**config.mk**
```make
export PLATFORM = sky130hd
export DESIGN_NAME = if_id_buffer
export DESIGN_NICKNAME = d
export VERILOG_FILES = /design/src/rtl/if_id_buffer.sv
export SDC_FILE = /design/constraint.sdc
export NUM_CORES = 1
export LEC_CHECK = 0
export CAP_MARGIN = 40
export CELL_PAD_IN_SITES_DETAIL_PLACEMENT = 0
export CELL_PAD_IN_SITES_GLOBAL_PLACEMENT = 2
export CORE_ASPECT_RATIO = 1.4
export CORE_MARGIN = 2
export CORE_UTILIZATION = 33
export CTS_CLUSTER_SIZE = 24
export DETAILED_ROUTE_END_ITERATION = 10
export PLACE_DENSITY_LB_ADDON = 0.1
export SYNTH_ARGS = -nofsm -noshare
export SYNTH_HDL_FRONTEND = slang
export SYNTH_SLANG_ARGS = --single-unit
```
**constraint.sdc**
```tcl
create_clock -name clk -period 7.5 [get_ports clk]
set_clock_uncertainty 0.05 [all_clocks]
set_input_delay 1.5 -clock clk [delete_from_list [all_inputs] [get_ports clk]]
set_output_delay 1.5 -clock clk [all_outputs]
set_load 0.02 [all_outputs]
```
**src/rtl/if_id_buffer.sv**
```systemverilog
// IF/ID decoupling queue: buffers fetched {inst, pc} pairs for decode.
// Backpressures fetch when full and drops everything on a branch flush.
module if_id_buffer #(
    parameter int          DEPTH = 2,
    parameter int          PTR_W = 1,
    parameter logic [31:0] NOP   = 32'h00000013
) (
    input  logic             clk,
    input  logic             rst,
    input  logic             flush,
    input  logic             in_valid,
    input  logic [31:0]      in_inst,
    input  logic [31:0]      in_pc,
    output logic             in_ready,
    output logic             out_valid,
    output logic [31:0]      out_inst,
    output logic [31:0]      out_pc,
    input  logic             out_ready,
    output logic [PTR_W:0]   count
);

    typedef struct packed {
        logic [31:0] inst;
        logic [31:0] pc;
    } if_id_t;

    localparam logic [PTR_W:0] FULL = (PTR_W+1)'(DEPTH);

    if_id_t           mem [DEPTH];
    logic [PTR_W-1:0] wr_ptr;
    logic [PTR_W-1:0] rd_ptr;
    logic             push;
    logic             pop;

    // Ready depends only on registered occupancy, never on out_ready.
    assign in_ready  = (count != FULL);
    assign out_valid = (count != '0);
    assign push      = in_valid & in_ready & ~flush;
    assign pop       = out_valid & out_ready & ~flush;

    always_comb begin
        out_inst = NOP;
        out_pc   = '0;
        if (out_valid) begin
            out_inst = mem[rd_ptr].inst;
            out_pc   = mem[rd_ptr].pc;
        end
    end

    always_ff @(posedge clk) begin
        if (push) begin
            mem[wr_ptr] <= '{inst: in_inst, pc: in_pc};
        end
    end

    always_ff @(posedge clk or negedge rst) begin
        if (!rst) begin
            wr_ptr <= '0;
            rd_ptr <= '0;
            count  <= '0;
        end else if (flush) begin
            wr_ptr <= '0;
            rd_ptr <= '0;
            count  <= '0;
        end else begin
            if (push) begin
                wr_ptr <= wr_ptr + 1'b1;
            end
            if (pop) begin
                rd_ptr <= rd_ptr + 1'b1;
            end
            unique case (1'b1)
                (push & ~pop): count <= count + 1'b1;
                (pop & ~push): count <= count - 1'b1;
                default:       count <= count;
            endcase
        end
    end

endmodule

```
==> impl_metrics.tcl <==
set metrics [dict create \
    p_total_mw 1.90 \
    final_net_count 514 \
    ys_ff_latch 132 \
    post_cts_resize_count 0 \
    floorplan.die.width_um 108 \
    global_route.usage.total_pct 13.1 \
    layout_common_cells "136 x sky130_fd_sc_hd__clkdlybuf4s50_1, 128 x sky130_fd_sc_hd__edfxtp_1, 65 x sky130_fd_sc_hd__mux2i_1, 62 x sky130_fd_sc_hd__nor2_1, 17 x sky130_fd_sc_hd__clkbuf_16" \
    wl_met3_um 633 \
    setup-violations-final 0 \
    synth_largest_area_cell "sky130_fd_sc_hd__edfxtp_1" \
    synth_area_um2 5040 \
    totalNegativeSetupSlack_ns 0 \
    antennaDiodeCount 0 \
    synth_top_area_share_pct 76.2 \
    worst_setup_path_class "reg -> out" \
    drt-total-wl_um 10300 \
    cts_made_buffers 17 \
    maxSlewViolCount 0 \
    cts_post_setup_buffers_inserted 0 \
    fin_crit_ns 4.19 \
    drt-wirelength-per-cell_um 15.9 \
    design_area_um2 7240 \
    worst-r2r-cell-count 5 \
    dieHeight_um 150 \
    gp_congestion 0.730 \
    hp-class "reg -> reg" \
    number_of_nets_produced_by_synthesis 365 \
    globalRouteOverflowTotal 0 \
    vias_per_cell 4.45 \
    die_area_um2 16300 \
    max_rail_drop_vdd_uv 183 \
    timing.rr.end "mem[0][9]" \
    highest_layer "met4" \
    timing.critical_path.from_type "flop" \
    num-fill-cells 1401 \
    detailedRoute.firstIterationViolations 69 \
    power_per_cell_area_nw_per_um2 262 \
    starting_utilization_of_the_core_area_pct 33.6 \
    grt_start_max_net_pins 47 \
    min_to "wr_ptr" \
    cts_max_path_buffers 2 \
    grt_pass1_wl_um 15600 \
    route.met2.wl_um 5330 \
    worst_setup_path_end_kind "output port" \
    worst_pin_slew_ns 0.587 \
    cts_root_buffer "sky130_fd_sc_hd__clkbuf_16" \
    layout_setup_ws_ns 3.31 \
    worst_ep_arrival_time_ns 2.64 \
    hold_viol 0 \
    grt_setup_unrepaired "no" \
    cts_tree "done" \
    synth.top_cells.by_area "sky130_fd_sc_hd__edfxtp_1 76%, sky130_fd_sc_hd__mux2i_1 13%, sky130_fd_sc_hd__nor2_1 4.6%, sky130_fd_sc_hd__dfrtp_1 2.0%, sky130_fd_sc_hd__buf_4 0.89%" \
    drcViolationCount 0 \
    final_common_cell "sky130_fd_sc_hd__clkdlybuf4s50_1" \
    crit_fanout 46 \
    dp_slack_ns 3.67 \
    placed_cell_area_um2 6660 \
    hold_depth 2 \
    place.port_buffers 136 \
    antenna_left 0 \
    postSynthAreaPerCell_um2 17.0 \
    reg2reg_slack_ns 5.54 \
    fraction_of_final_layout_cells_with_drive_strength_greater_than_1_pct 9.63 \
    syn_inst 296 \
    hold_buffers 0 \
    detailedRoute.firstPassIterationCount 4 \
    run_status "complete, no violations" \
    slew-limit-headroom_pct 60.8 \
    core.rowCount 53 \
    yosysWarningCount 0 \
    grt_antenna_before_repair 1 \
    clock_network_latency_to_the_later_pin_of_the_worst_skew_pair_ns 0.40 \
    synth_sequential_area_ratio_pct 78.2 \
    power_leakage_nw 2.40 \
    pin_count 137 \
    cts-htree-levels 4 \
    flow.area_growth_from_synthesis_pct 43.7 \
    final_hpwl_dp_um 6600 \
    timing.final.crit_share_pct 55.9 \
    drt_met1_wl_um 4200 \
    cp.required_ns 5.95 \
    utilization_pct 48.3 \
    fmax_mhz 239 \
    dr_total_vias 2885 \
    fp.coreArea_um2 15000 \
    first_global_vias 3067 \
    cap_violations 0 \
    clk_pin_slew_ns 0.05 \
    hp-start "wr_ptr" \
    crit-reg2reg-launch "count[1]" \
    library_cells_used_by_synthesis 21 \
    clkSinkCount 132 \
]
cell type report:
type                            instances  area (um2)  share of cell area (%)
Inverter                                3        11.3                   0.155
Multi-Input combinational cell        148        1020                    14.1
Clock buffer                           18         429                    5.92
Sequential cell                       132        3950                    54.5
Clock inverter                         13         160                    2.21
Timing Repair Buffer                  143        1430                    19.8
Tap cell                              192         240                    3.32
worst max path at each step:
stage | startpoint | cells past startpoint | slack [ns] | endpoint
after floorplan | in_valid | 2 | 0.63 | mem[1][0]
after global placement | count[0] | 5 | 3.66 | out_inst[1]
after detailed placement | count[0] | 5 | 3.67 | out_inst[0]
after CTS | count[0] | 5 | 3.23 | out_inst[0]
after global routing | count[0] | 5 | 3.09 | out_inst[0]
final | count[0] | 5 | 3.31 | out_inst[0]
per-layer routing:
metal  global-route usage, %  vias up
met5                       0        -
met4                    5.19        0
met3                    4.59       10
met2                    22.6       75
met1                    14.6     1401
li1                        -     1399
power breakdown:
part | leakage, nW | total [mW] | internal [mW] | switching, mW
clock | 0.286 | 0.813 | 0.520 | 0.293
combinational | 0.892 | 0.228 | 0.114 | 0.114
sequential | 1.23 | 0.855 | 0.840 | 0.0144
total | 2.40 | 1.90 | 1.47 | 0.422
stage by stage:
stage | hold WS (ns) | instances
finish | 0.545 | 649
global route | 0.593 | 649
CTS | 0.548 | 649
detailed placement | 0.536 | 618
global placement | 0.518 | 617
floorplan | 0.479 | 296
cell families after synthesis:
logic type,share of synthesized area [%]
DFF,78.2
and+or+nand+nor,6.00
muxes,12.9
buffers and inverters,1.81
AOI/OAI and AO/OA,0.893
xor gates and xnor gates,0.174
state kept, by name, summed over array words and instances (netlist names):
register / flops
count: 2
wr_ptr: 1
rd_ptr: 1
mem: 128
critical path, stage by stage (launching register included):
cell and delay [ns]:
sky130_fd_sc_hd__dfrtp_1 0.46, sky130_fd_sc_hd__nor2_4 0.38, sky130_fd_sc_hd__buf_4 0.53, sky130_fd_sc_hd__inv_1 0.16, sky130_fd_sc_hd__nand2_1 0.09, sky130_fd_sc_hd__clkdlybuf4s50_1 0.60
cell usage after synthesis:
| master | count |
|---|---|
| sky130_fd_sc_hd__edfxtp_1 | 128 |
| sky130_fd_sc_hd__or2_2 | 1 |
| sky130_fd_sc_hd__nand2_1 | 4 |
| sky130_fd_sc_hd__nor3b_1 | 2 |
| sky130_fd_sc_hd__o211ai_1 | 1 |
| sky130_fd_sc_hd__a21o_1 | 1 |
| sky130_fd_sc_hd__inv_2 | 1 |
| sky130_fd_sc_hd__xor2_1 | 1 |
| sky130_fd_sc_hd__nor3_1 | 1 |
| sky130_fd_sc_hd__nor2b_2 | 1 |
| sky130_fd_sc_hd__buf_4 | 6 |
| sky130_fd_sc_hd__o21ai_0 | 2 |
| sky130_fd_sc_hd__buf_2 | 7 |
| sky130_fd_sc_hd__mux2i_1 | 65 |
| sky130_fd_sc_hd__nor2_1 | 62 |
| sky130_fd_sc_hd__or3_1 | 1 |
| sky130_fd_sc_hd__nand3b_1 | 1 |
| sky130_fd_sc_hd__dfrtp_1 | 4 |
| sky130_fd_sc_hd__a21oi_1 | 4 |
| sky130_fd_sc_hd__nor2_2 | 1 |
| sky130_fd_sc_hd__inv_1 | 2 |
(Power assumes the default switching activity.)
